[config.mk]
export PLATFORM = sky130hd
export DESIGN_NAME = periph_bus_ctrl_flat
export DESIGN_NICKNAME = d
export VERILOG_FILES = /design/src/rtl/periph_map_pkg.sv /design/src/rtl/periph_bus_ctrl_if.sv /design/src/rtl/periph_bus_ctrl_addr_decode.sv /design/src/rtl/periph_bus_ctrl.sv /design/src/flat_wrapper.sv
export SDC_FILE = /design/constraint.sdc
export NUM_CORES = 1
export LEC_CHECK = 0
export BUFFER_PORTS_ARGS = -buffer_cell sky130_fd_sc_hd__buf_4
export CAP_MARGIN = 20
export CORE_MARGIN = 2
export CORE_UTILIZATION = 39
export CTS_BUF_LIST = sky130_fd_sc_hd__clkbuf_4 sky130_fd_sc_hd__clkbuf_8 sky130_fd_sc_hd__clkbuf_16
export CTS_CLUSTER_DIAMETER = 120
export DETAILED_ROUTE_END_ITERATION = 6
export GPL_TIMING_DRIVEN = 0
export HOLD_SLACK_MARGIN = 0.05
export PLACE_DENSITY_LB_ADDON = 0.3
export SLEW_MARGIN = 25
export SYNTH_ARGS = -nofsm -noshare
export SYNTH_HDL_FRONTEND = slang
export SYNTH_SLANG_ARGS = --single-unit
[constraint.sdc]
create_clock -name clk -period 5 [get_ports clk]
set_input_delay 1 -clock clk [delete_from_list [all_inputs] [get_ports clk]]
set_output_delay 1 -clock clk [all_outputs]
set_load 0.005 [all_outputs]
[src/rtl/periph_map_pkg.sv]
// Peripheral window map, FSM state encoding and shared types for the
// CPU-to-peripheral bus controller.
package periph_map_pkg;

    localparam logic [31:0] DEFAULT_PERIPH_BASE    = 32'h1001_0020;
    localparam int unsigned DEFAULT_TIMEOUT_CYCLES = 1024;

    // Register addresses, low byte of the absolute address
    localparam logic [7:0] OFF_LEDS     = 8'h24;
    localparam logic [7:0] OFF_SWITCHES = 8'h28;
    localparam logic [7:0] OFF_UART_TX  = 8'h2C;
    localparam logic [7:0] OFF_UART_RX  = 8'h30;
    localparam logic [7:0] OFF_STATUS   = 8'h34;

    // Controller FSM encoding
    localparam logic [1:0] ST_IDLE    = 2'd0;
    localparam logic [1:0] ST_RD_WAIT = 2'd1;
    localparam logic [1:0] ST_TX_WAIT = 2'd2;

    // One-hot register select produced by the address decoder
    typedef struct packed {
        logic leds;
        logic switches;
        logic uart_tx;
        logic uart_rx;
        logic status;
    } periph_sel_t;

    function automatic logic [31:0] status_word(input logic rx_valid, input logic busy);
        return {30'b0, rx_valid, busy};
    endfunction

endpackage

[src/rtl/periph_bus_ctrl_if.sv]
// CPU data-port bus as seen by the peripheral controller.
// master = CPU side, slave = periph_bus_ctrl.
interface periph_bus_ctrl_if;

    logic        req;
    logic [31:0] HADDR;
    logic        HWRITE;
    logic [31:0] HWDATA;
    logic [31:0] HRDATA;
    logic        HREADY;
    logic        HRESP;
    logic        periph_hit;

    modport master (
        output req, HADDR, HWRITE, HWDATA,
        input  HRDATA, HREADY, HRESP, periph_hit
    );

    modport slave (
        input  req, HADDR, HWRITE, HWDATA,
        output HRDATA, HREADY, HRESP, periph_hit
    );

endinterface

[src/rtl/periph_bus_ctrl_addr_decode.sv]
// Combinational decoder for the 32-byte peripheral window: one-hot
// register select, window hit, and error (unmapped offset, misaligned
// address or wrong access direction).
module periph_addr_decode
    import periph_map_pkg::*;
#(
    parameter logic [31:0] PERIPH_BASE = DEFAULT_PERIPH_BASE
) (
    input  logic [31:0] haddr,
    input  logic        hwrite,
    output periph_sel_t sel,
    output logic        hit,
    output logic        err
);

    // Window match on the upper address bits, then register/direction decode
    always_comb begin
        sel = '0;
        err = 1'b0;
        hit = (haddr[31:5] == PERIPH_BASE[31:5]);
        if (hit) begin
            if (haddr[1:0] != 2'b00) begin
                err = 1'b1;
            end else begin
                case (haddr[4:0])
                    OFF_LEDS[4:0]:     sel.leds = 1'b1;
                    OFF_SWITCHES[4:0]: if (!hwrite) sel.switches = 1'b1; else err = 1'b1;
                    OFF_UART_TX[4:0]:  if (hwrite)  sel.uart_tx  = 1'b1; else err = 1'b1;
                    OFF_UART_RX[4:0]:  if (!hwrite) sel.uart_rx  = 1'b1; else err = 1'b1;
                    OFF_STATUS[4:0]:   if (!hwrite) sel.status   = 1'b1; else err = 1'b1;
                    default:           err = 1'b1;
                endcase
            end
        end
    end

endmodule

[src/rtl/periph_bus_ctrl.sv]
// Sequencing controller between the CPU data port and the GPIO/UART
// peripherals. Generates one-cycle peripheral strobes, inserts wait states
// for registered reads and UART TX back-pressure, returns read data/errors.
// Optional feature macro: BUS_TIMEOUT_EN (bounded TX_WAIT with error reply).
module periph_bus_ctrl
    import periph_map_pkg::*;
#(
    parameter logic [31:0] PERIPH_BASE    = DEFAULT_PERIPH_BASE,
    parameter int unsigned TIMEOUT_CYCLES = DEFAULT_TIMEOUT_CYCLES
) (
    input  logic                clk,
    input  logic                reset,
    periph_bus_ctrl_if.slave    bus,
    output logic                enable_LEDS,
    output logic                enable_SWITCHES,
    input  logic [31:0]         gpio_rdata,
    output logic                enable_uart_tx,
    output logic                enable_uart_rx,
    input  logic [31:0]         uart_rdata,
    input  logic                uart_busy,
    input  logic                uart_rx_valid
);

    logic [1:0]  state_q, state_d;
    logic [7:0]  led_shadow_q, led_shadow_d;
    periph_sel_t sel;
    logic        hit;
    logic        dec_err;
    logic        hready;
    logic        hresp;
    logic [31:0] hrdata;
    logic        tmo_expired;

    periph_addr_decode #(
        .PERIPH_BASE (PERIPH_BASE)
    ) u_decode (
        .haddr  (bus.HADDR),
        .hwrite (bus.HWRITE),
        .sel    (sel),
        .hit    (hit),
        .err    (dec_err)
    );

`ifdef BUS_TIMEOUT_EN
    localparam int unsigned CNT_W = $clog2(TIMEOUT_CYCLES) + 1;

    logic [CNT_W-1:0] tmo_cnt_q, tmo_cnt_d;

    // Counter holds the number of TX_WAIT cycles already spent; the reply
    // comes in the TX_WAIT cycle that brings the stall to TIMEOUT_CYCLES.
    assign tmo_expired = (tmo_cnt_q == CNT_W'(TIMEOUT_CYCLES - 1));

    // Count while remaining in TX_WAIT, clear on any other transition
    always_comb begin
        tmo_cnt_d = '0;
        if (state_q == ST_TX_WAIT && state_d == ST_TX_WAIT) begin
            tmo_cnt_d = tmo_cnt_q + 1'b1;
        end
    end

    // Timeout counter register
    always_ff @(posedge clk or negedge reset) begin
        if (!reset) begin
            tmo_cnt_q <= '0;
        end else begin
            tmo_cnt_q <= tmo_cnt_d;
        end
    end
`else
    logic unused_tmo_cfg;
    assign unused_tmo_cfg = (TIMEOUT_CYCLES < 2);
    assign tmo_expired    = 1'b0;
`endif

    logic unused_hwdata;
    assign unused_hwdata = ^bus.HWDATA[31:8];

    // Access sequencing: strobes, ready/error, read mux and next state.
    // While reset is asserted all outputs are held at their reset values so
    // an access held across reset cannot fire a strobe.
    always_comb begin
        state_d         = state_q;
        led_shadow_d    = led_shadow_q;
        hready          = 1'b1;
        hresp           = 1'b0;
        hrdata          = '0;
        enable_LEDS     = 1'b0;
        enable_SWITCHES = 1'b0;
        enable_uart_tx  = 1'b0;
        enable_uart_rx  = 1'b0;
        if (reset) begin
            case (state_q)
                ST_IDLE: begin
                    if (bus.req && hit) begin
                        if (dec_err) begin
                            hresp = 1'b1;
                        end else if (sel.leds) begin
                            if (bus.HWRITE) begin
                                enable_LEDS  = 1'b1;
                                led_shadow_d = bus.HWDATA[7:0];
                            end else begin
                                hrdata = {24'b0, led_shadow_q};
                            end
                        end else if (sel.status) begin
                            hrdata = status_word(uart_rx_valid, uart_busy);
                        end else if (sel.switches) begin
                            enable_SWITCHES = 1'b1;
                            hready          = 1'b0;
                            state_d         = ST_RD_WAIT;
                        end else if (sel.uart_rx) begin
                            enable_uart_rx = 1'b1;
                            hready         = 1'b0;
                            state_d        = ST_RD_WAIT;
                        end else if (sel.uart_tx) begin
                            if (!uart_busy) begin
                                enable_uart_tx = 1'b1;
                            end else begin
                                hready  = 1'b0;
                                state_d = ST_TX_WAIT;
                            end
                        end
                    end
                end
                ST_RD_WAIT: begin
                    state_d = ST_IDLE;
                    if (bus.req && hit) begin
                        hrdata = sel.uart_rx ? uart_rdata : gpio_rdata;
                    end
                end
                ST_TX_WAIT: begin
                    if (!bus.req) begin
                        state_d = ST_IDLE;
                    end else if (!uart_busy) begin
                        enable_uart_tx = 1'b1;
                        state_d        = ST_IDLE;
                    end else if (tmo_expired) begin
                        hresp   = 1'b1;
                        state_d = ST_IDLE;
                    end else begin
                        hready = 1'b0;
                    end
                end
                default: state_d = ST_IDLE;
            endcase
        end
    end

    // FSM state and LED shadow registers
    always_ff @(posedge clk or negedge reset) begin
        if (!reset) begin
            state_q      <= ST_IDLE;
            led_shadow_q <= '0;
        end else begin
            state_q      <= state_d;
            led_shadow_q <= led_shadow_d;
        end
    end

    assign bus.HREADY     = hready;
    assign bus.HRESP      = hresp;
    assign bus.HRDATA     = hrdata;
    assign bus.periph_hit = reset && bus.req && hit;

endmodule

[src/flat_wrapper.sv]
// flat-port wrapper written by rule: the top's interface ports become plain ports
module periph_bus_ctrl_flat import periph_map_pkg::*;
#(
    parameter logic [31:0] PERIPH_BASE    = DEFAULT_PERIPH_BASE,
    parameter int unsigned TIMEOUT_CYCLES = DEFAULT_TIMEOUT_CYCLES
)
  (clk, reset, enable_LEDS, enable_SWITCHES, gpio_rdata, enable_uart_tx, enable_uart_rx, uart_rdata, uart_busy, uart_rx_valid, bus_req, bus_HADDR, bus_HWRITE, bus_HWDATA, bus_HRDATA, bus_HREADY, bus_HRESP, bus_periph_hit);
  periph_bus_ctrl_if bus_i ();
  input  logic clk;
  input  logic reset;
  output logic enable_LEDS;
  output logic enable_SWITCHES;
  input  logic [31:0] gpio_rdata;
  output logic enable_uart_tx;
  output logic enable_uart_rx;
  input  logic [31:0] uart_rdata;
  input  logic uart_busy;
  input  logic uart_rx_valid;
  input wire logic [$bits(bus_i.req)-1:0] bus_req;
  input wire logic [$bits(bus_i.HADDR)-1:0] bus_HADDR;
  input wire logic [$bits(bus_i.HWRITE)-1:0] bus_HWRITE;
  input wire logic [$bits(bus_i.HWDATA)-1:0] bus_HWDATA;
  output wire logic [$bits(bus_i.HRDATA)-1:0] bus_HRDATA;
  output wire logic [$bits(bus_i.HREADY)-1:0] bus_HREADY;
  output wire logic [$bits(bus_i.HRESP)-1:0] bus_HRESP;
  output wire logic [$bits(bus_i.periph_hit)-1:0] bus_periph_hit;
  assign bus_i.req = bus_req;
  assign bus_i.HADDR = bus_HADDR;
  assign bus_i.HWRITE = bus_HWRITE;
  assign bus_i.HWDATA = bus_HWDATA;
  assign bus_HRDATA = bus_i.HRDATA;
  assign bus_HREADY = bus_i.HREADY;
  assign bus_HRESP = bus_i.HRESP;
  assign bus_periph_hit = bus_i.periph_hit;
  periph_bus_ctrl #(.PERIPH_BASE(PERIPH_BASE), .TIMEOUT_CYCLES(TIMEOUT_CYCLES)) u_core (.clk(clk), .reset(reset), .bus(bus_i), .enable_LEDS(enable_LEDS), .enable_SWITCHES(enable_SWITCHES), .gpio_rdata(gpio_rdata), .enable_uart_tx(enable_uart_tx), .enable_uart_rx(enable_uart_rx), .uart_rdata(uart_rdata), .uart_busy(uart_busy), .uart_rx_valid(uart_rx_valid));
endmodule
Word-level counts from Yosys, hierarchy flattened
Index checks and enable logic that the tools add are counted.

Output and inout bits: 39. Bits of input ports: 134. Bits in registers: 10. Logic and storage cells: 103.

Reductions and logical operators: 8. Multiplexer cells: 77. Equality and inequality tests: 15. Bitwise gates (word level): 1.

Operators with widths (count): 32-bit 2-to-1 mux (6); 32-bit case mux with 2 select lines (1); 1-bit 2-to-1 mux (52); 27-bit by 24-bit == test with 1-bit output (second input constant) (1); 2-bit 2-to-1 mux (11); 5-bit by 4-bit == test with 1-bit output (second input constant) (2); 5-bit == test (second input constant) (2); 5-bit 2-to-1 mux (2); 8-bit 2-to-1 mux (1); 8-bit AND reduction (1); 2-bit != test (second input constant) (3); 6-bit AND reduction (1); 5-bit by 3-bit == test with 1-bit output (second input constant) (1); 4-bit by 1-bit != test with 1-bit output (second input constant) (1); 4-bit by 2-bit != test with 1-bit output (second input constant) (1); 1-bit case mux with 2 select lines (2); 2-bit case mux with 2 select lines (1); 1-bit logical AND (3); 3-bit != test (second input constant) (1); 1-bit case mux with 3 select lines (1); 3-bit OR reduction (1); 2-bit by 1-bit == test with 1-bit output (second input constant) (1); 2-bit == test (second input constant) (1); 2-bit zero test (1); 3 further kinds (3).

Longest topological paths before layout
Gate-level depths: netlist of the first run.

Word-level depth: 13. Depth in mapped cells: 6. Gate-level depth less buffers: 4.

By module
From an unflattened synthesis of the first run, not the netlist that was laid out.

Cell total of the unflattened synthesis: 149. Area, all modules: 1330.0 µm².

By module, submodules not included: periph_bus_ctrl (cells each 125, area an instance 1113.6 µm², instances 1); periph_addr_decode (cells each 24, area an instance 216.5 µm², instances 1).

Worst setup path before layout of the first run
OpenSTA, ideal clock, no wires.

Path kind: input -> output. Start: input bus_HWRITE. End: output bus_HRDATA[21]. Path buffers: 2. Required time: 4.000 ns. Setup slack: 1.667 ns. Arrival time: 2.333 ns. Stages: 6. Path through: nor4_1 -> and2_1 -> clkbuf_1 -> clkbuf_1 -> nand4_1 -> a21oi_1.

Cells in the longest elaborated chain, start to end: 8. Elaborated cells on any way between the ends: 14. Those cells by class: mux (14).

Ends and longest elaborated chain: start: declaration (RTL line flat_wrapper.sv:21) `input wire logic [$bits(bus_i.HWRITE)-1:0] bus_HWRITE;`; 1-bit 2-to-1 mux, on equally long branches; 1-bit case mux with 3 select lines / 1-bit 2-to-1 mux (equally long branches) (RTL line periph_bus_ctrl_addr_decode.sv:25) `case (haddr[4:0])`; 1-bit 2-to-1 mux / 5-bit 2-to-1 mux (equally long branches) (RTL line periph_bus_ctrl_addr_decode.sv:22) `if (haddr[1:0] != 2'b00) begin`; 1-bit 2-to-1 mux / 5-bit 2-to-1 mux (equally long branches) (RTL line periph_bus_ctrl_addr_decode.sv:21) `if (hit) begin`; 32-bit 2-to-1 mux, on equally long branches (RTL line periph_bus_ctrl.sv:95, periph_bus_ctrl.sv:127); 32-bit 2-to-1 mux, on equally long branches (RTL line periph_bus_ctrl.sv:94, periph_bus_ctrl.sv:126); 32-bit case mux with 2 select lines (*) (RTL line periph_bus_ctrl.sv:92) `case (state_q)`; 32-bit 2-to-1 mux (*) (RTL line periph_bus_ctrl.sv:91) `if (reset) begin`; end: declaration (RTL line flat_wrapper.sv:23) `output wire logic [$bits(bus_i.HRDATA)-1:0] bus_HRDATA;`.

Mark *: on every way between the ends. The rest lies on a longest branch, timed or not.

Final worst setup path of the first run
Start: input bus_HADDR[18]. End: output bus_HRDATA[1].

Cells in the longest elaborated chain, start to end: 8. Elaborated cells on any way between the ends: 12. Those cells by class: eq/ne (1); mux (10); reduce/logical (1).

Ends and longest elaborated chain: start: declaration (RTL line flat_wrapper.sv:20) `input wire logic [$bits(bus_i.HADDR)-1:0] bus_HADDR;`; 27-bit by 24-bit == test with 1-bit output (*) (RTL line periph_bus_ctrl_addr_decode.sv:20) `hit = (haddr[31:5] == PERIPH_BASE[31:5]);`; 5-bit 2-to-1 mux (RTL line periph_bus_ctrl_addr_decode.sv:21); 2-bit 2-to-1 mux (RTL line periph_bus_ctrl.sv:104) `end else if (sel.status) begin`; 32-bit 2-to-1 mux (RTL line periph_bus_ctrl.sv:97) `end else if (sel.leds) begin`; 32-bit 2-to-1 mux (RTL line periph_bus_ctrl.sv:95) `if (dec_err) begin`; 32-bit 2-to-1 mux (RTL line periph_bus_ctrl.sv:94) `if (bus.req && hit) begin`; 32-bit case mux with 2 select lines (*) (RTL line periph_bus_ctrl.sv:92); 32-bit 2-to-1 mux (*) (RTL line periph_bus_ctrl.sv:91).

Marked as above.

==> out/qor.txt, run 1 <==
Worst-path clk slew = 0.04 ns
Root buf cell = clkbuf_8
Critical path's top delay family = simple AND/OR/NAND/NOR gates
IO Pins = 173
Delay of the slowest critical-path stage = 0.44 ns
Sequential cell area = 250 sq um
Max clock buf depth = 2
RSZ-0062 raised after global routing = false
Clk_lat worst skew = 0.24 ns
WL/cell = 16.7 um
Largest net degree at the start of global routing = 16
# setup viols final = 0
Share of cells above drive strength 1 = 50.0%
Outcome = completed
Most common cell on crit path = buf_4
Fin nets = 487
Mapped Area = 1640 sq um
Total CTS buffers = 3
Final Hold Fails = 0
Leakage Power = 1.33 nW
Setup TNS = 0 ns
GRT overflow = 0
Final period util = 79.3%
Total clock sinks = 10
Top cells by area, synth = dfrtp_1 15%, o31ai_1 11%, nand4_1 9.9%
Multi-input logic area = 1300 sq um
Yosys reg bits = 10
Count of cell types in the netlist = 34
Cell Area, Placed = 2820 sq um
Die ar. = 4750 sq um
Crit path required time = 4.00 ns
Post-Syn Area per Cell = 8.22 sq um
Tot GR Track Use = 25.9%
Final worst path period need = 3.96 ns
Critical path class = primary input to primary output
Slew @ Worst Pin = 0.758 ns
Slew headroom = 49.1%
Die height = 68.9 um
Min-Delay Path Class = flip-flop to flip-flop
Number of global-route vias before repair = 2013
Top cell type's share of synthesized area = 15.2%
Crit-path max FO = 10
Drt pass-1 iters = 4
CTS tree = done
Postcts setup bufs = 0
Maxcap violations = 0
Final Util = 71.3%
Max Transition Viols Final = 0
Drt drc = 0
Die width = 68.9 um
First-pass GRT wire length = 9410 um
ANT cells = 0
Power Density = 100 nW/um^2
FP Rows = 23
Initial drt markers = 123
Vias/cell = 5.70
Hpwl dp = 5280 um
Max Clock Skew = 0.00294 ns
Critical-path cell list = buf_4 > nor4b_4 > and4_1 > buf_2 > nand3_1 > o32ai_1 > buf_4
PortBufs = 148
Post-synthesis sequential area ratio = 15.2%
Post-synth top cells = 26 x nand4_1, 25 x a21oi_1, 24 x o31ai_1, 13 x clkbuf_1
Worst path slowest cell = o32ai_1
Max frequency = 252 MHz
Largest area contributor in the netlist = dfrtp_1
Peak VDD IR = 146 uV
Vias = 2293
Core Area = 4030 sq um
Ys async rst share = 100%
Number of fill cells = 341
Cells after Synth = 200
Post-synth EDFFs = 0
Post-CTS Resized = 0
Area Overhead vs Synth = 74.7%
Startpoint types = primary input
Initial Utilization = 40.8%
Post-synth top flop = dfrtp_1
Critical path arrival = 2.96 ns
Power, Total = 0.287 mW
WP buf/inv = 3
Htree depth = 1
Worst hold path cell count = 1
Post-Route WL = 6700 um
Most common cell in the synthesized netlist = nand4_1
Instance count on the critical path = 7
Syn_nets = 334
Initial antenna violation count = 0
Final Cell Area = 2870 sq um
GP Congestion = 0.877
FF-to-FF path depth = 3
Final ANT Viol Nets = 0
CTS hold repair buffers = 0
Synth warn = 0
Critical Path End Type = primary output
[cell type report]
type,instances,area share [%]
clock buffer,4,1.92
timing repair buffer,148,38.7
inverter,4,0.523
tap,50,2.18
multi-input combinational,166,45.2
sequential,10,8.71
buffer,20,2.79
[per-stage QoR]
step | hold WS (ns) | cells | setup slack [ns]
2_1_floorplan | 0.475 | 200 | 1.67
3_3_place_gp | 0.497 | 398 | 1.13
3_5_place_dp | 0.499 | 398 | 1.11
4_1_cts | 0.514 | 402 | 1.04
5_1_grt | 0.530 | 402 | 0.861
6_report | 0.516 | 402 | 1.04
[cell families after synthesis]
group	after synthesis	share of synthesized area (%)
AND/OR/NAND/NOR	82	39.8
buffers and inverters	24	5.78
multiplexers	18	13.4
flip-flops	10	15.2
AO/OA/AOI/OAI	66	25.8
[report_power, final]
part | switching [mW] | total (mW) | internal [mW]
Clock | 0.0316 | 0.101 | 0.0692
Combinational | 0.0374 | 0.105 | 0.0679
Sequential | 0.0000000000952 | 0.0812 | 0.0812
Total | 0.0690 | 0.287 | 0.218
[sequential cells by signal, summed over array words and instances, names as in the netlist]
register and flops:
u_core.led_shadow_q 8, u_core.state_q 2
[metal layers]
layer | wire length (um) | vias up | global-route usage, %
met5 | 0 | - | 0
met2 | 3580 | 109 | 48.6
li1 | - | 1117 | -
met4 | 36 | 0 | 3.68
met1 | 2470 | 1059 | 31.1
met3 | 614 | 8 | 4.55
[path summary, 6_finish.rpt]
| check | from | end | slack (ns) |
|---|---|---|---|
| max | bus_HADDR[18] | bus_HRDATA[1] | 1.04 |
| min | u_core.led_shadow_q[2]$_DFFE_PN0P_ | u_core.led_shadow_q[2]$_DFFE_PN0P_ | 0.52 |
| max reg2reg | u_core.state_q[1]$_DFFE_PN0P_ | u_core.led_shadow_q[5]$_DFFE_PN0P_ | 2.92 |
| min reg2reg | u_core.led_shadow_q[2]$_DFFE_PN0P_ | u_core.led_shadow_q[2]$_DFFE_PN0P_ | 0.52 |
| max in group asynchronous | reset | u_core.led_shadow_q[2]$_DFFE_PN0P_ | 4.24 |
| min in group asynchronous | reset | u_core.led_shadow_q[1]$_DFFE_PN0P_ | 0.60 |
[layout by cell type, fill, tap and decap left out, types with 4 or more instances in the layout]
master and n:
nor2_1 4, o31ai_1 24, mux2_4 8, mux2i_1 10
buf_4 148, clkbuf_1 13, o21ai_0 4, nand3b_1 7
clkbuf_8 4, nor4_4 5, buf_2 4, nor3_1 4
a21oi_1 25, dfrtp_1 10, o22ai_1 6, nand4_1 26
nand2_1 7, nand3_1 6
(Power assumes the default switching activity.)
==> run 2, diff against run 1 <==
Settings changed: CORE_UTILIZATION 39 to 32.
Clock period 5 ns to 3.25 ns, I/O delays scaled along.
==> out/qor.txt, run 2 (synthesis gave the netlist of run 1 again) <==
Tot GR Track Use = 21.1%
Max frequency = 322 MHz
Largest net degree at the start of global routing = 16
# setup viols final = 0
Drt pass-1 iters = 4
IO Pins = 173
First-pass GRT wire length = 9400 um
GP Congestion = 0.881
Max reg flops = 8
Critical path class = primary input to primary output
Initial antenna violation count = 0
Largest registers = u_core.led_shadow_q: 8 flops, u_core.state_q: 2 flops
Final period util = 95.6%
Hpwl dp = 5210 um
FP Rows = 26
Slew @ Worst Pin = 0.751 ns
Leakage Power = 1.34 nW
GR Util met1 = 23.4%
WL/cell = 15.4 um
CTS tree = done
GR peak layer = met2
Total clock sinks = 10
Core Area = 5040 sq um
Top reg by flops = u_core.led_shadow_q
Total CTS buffers = 3
Final worst path period need = 3.11 ns
Startpoint types = primary input
Post-CTS Resized = 1
Worst-path clk slew = 0.05 ns
Max clock buf depth = 2
Final Hold Fails = 0
Max Clock Skew = 0.00516 ns
Area Overhead vs Synth = 76.6%
Outcome = completed
Fin nets = 487
Vias/cell = 5.41
ANT cells = 0
Share of cells above drive strength 1 = 51.9%
Most frequent cells in the layout = 148 x buf_4, 26 x nand4_1, 25 x a21oi_1
GRT met3 Usage = 4.10%
Maxcap violations = 0
Clk_lat worst skew = 0.23 ns
Initial drt markers = 53
PortBufs = 148
Post-Route WL = 6500 um
Hold slack = 0.253 ns
Crit path required time = 2.60 ns
Slew headroom = 49.5%
Number of global-route vias before repair = 2069
Setup TNS = 0 ns
Commonest non-fill, non-tap cell in the layout = buf_4
RSZ-0062 raised after global routing = false
CTS hold repair buffers = 0
Vias = 2279
Die height = 75.7 um
Postcts setup bufs = 0
Root buf cell = clkbuf_8
Max Transition Viols Final = 0
Critical Path End Type = primary output
Htree depth = 1
Die ar. = 5730 sq um
Drt drc = 0
Critical path arrival = 2.46 ns
Final ANT Viol Nets = 0
Number of fill cells = 499
Initial Utilization = 32.6%
Die width = 75.7 um
Crit-path max FO = 10
Peak VDD IR = 159 uV
Met2 Resource Use GR = 41.0%
Power Density = 142 nW/um^2
GRT overflow = 0
Min-Delay Path Class = primary input to asynchronous set/reset pin
==> run 2: cell types whose count changed in the layout (fill, tap and decap cells not counted), sizes merged <==
cell / delta
clkbuf: +1
buf: -2
==> run 2: worst paths after layout <==
path | to | slack, ns | start | cells past startpoint
setup / recovery | enable_uart_tx | 0.14 | bus_HADDR[18] | 7
hold / removal | u_core.led_shadow_q[3]$_DFFE_PN0P_ | 0.25 | reset | 1
setup reg to reg | u_core.led_shadow_q[4]$_DFFE_PN0P_ | 1.18 | u_core.state_q[1]$_DFFE_PN0P_ | 3
hold reg to reg | u_core.led_shadow_q[3]$_DFFE_PN0P_ | 0.51 | u_core.led_shadow_q[3]$_DFFE_PN0P_ | 1
max in group asynchronous | u_core.led_shadow_q[2]$_DFFE_PN0P_ | 2.83 | reset | 1
min in group clk | u_core.led_shadow_q[3]$_DFFE_PN0P_ | 0.51 | u_core.led_shadow_q[3]$_DFFE_PN0P_ | 1
==> run 2: critical path: stages <==
cell and delay, ns:
buf_4 0.12, nor4b_4 0.34, and4_1 0.27, buf_2 0.24, nand4_1 0.15, a2111oi_1 0.49, buf_4 0.19
==> run 2: where the power goes <==
part           internal, mW  switching [mW]  total, mW
sequential            0.125  0.000000000136      0.125
clock                0.0807          0.0439      0.125
combinational         0.105          0.0570      0.162
==> run 2: area by class of cell <==
| type | count | area (sq um) | share of cell area, % |
|---|---|---|---|
| plain buffers | 20 | 86.3 | 2.97 |
| clock buffers | 3 | 41.3 | 1.42 |
| inverters | 4 | 15.0 | 0.517 |
| multi-input cells | 166 | 1310 | 45.2 |
| flip-flops and latches | 10 | 250 | 8.62 |
| well taps | 70 | 87.6 | 3.02 |
| repair buffers | 148 | 1110 | 38.3 |
==> run 2: routing by layer <==
layer	vias to the layer above	wire length, um	part of all wire [%]
li1	1116	-	-
met1	1055	2500	38
met2	99	3410	52
met3	9	518	8.0
met4	0	73	1.1
met5	-	0	0
==> run 2: per-stage QoR <==
| step | util [%] | area [sq um] | instances | power [mW] | worst slack, ns |
|---|---|---|---|---|---|
| floorplan | - | 1640 | 200 | 0.165 | 0.617 |
| global placement | 56.4 | 2840 | 418 | 0.286 | 0.0106 |
| detailed placement | 56.4 | 2840 | 418 | 0.288 | -0.0446 |
| CTS | 57.2 | 2890 | 421 | 0.413 | 0.0216 |
| global route | 57.6 | 2900 | 421 | 0.431 | 0.0164 |
| finish | 57.6 | 2900 | 421 | 0.411 | 0.143 |
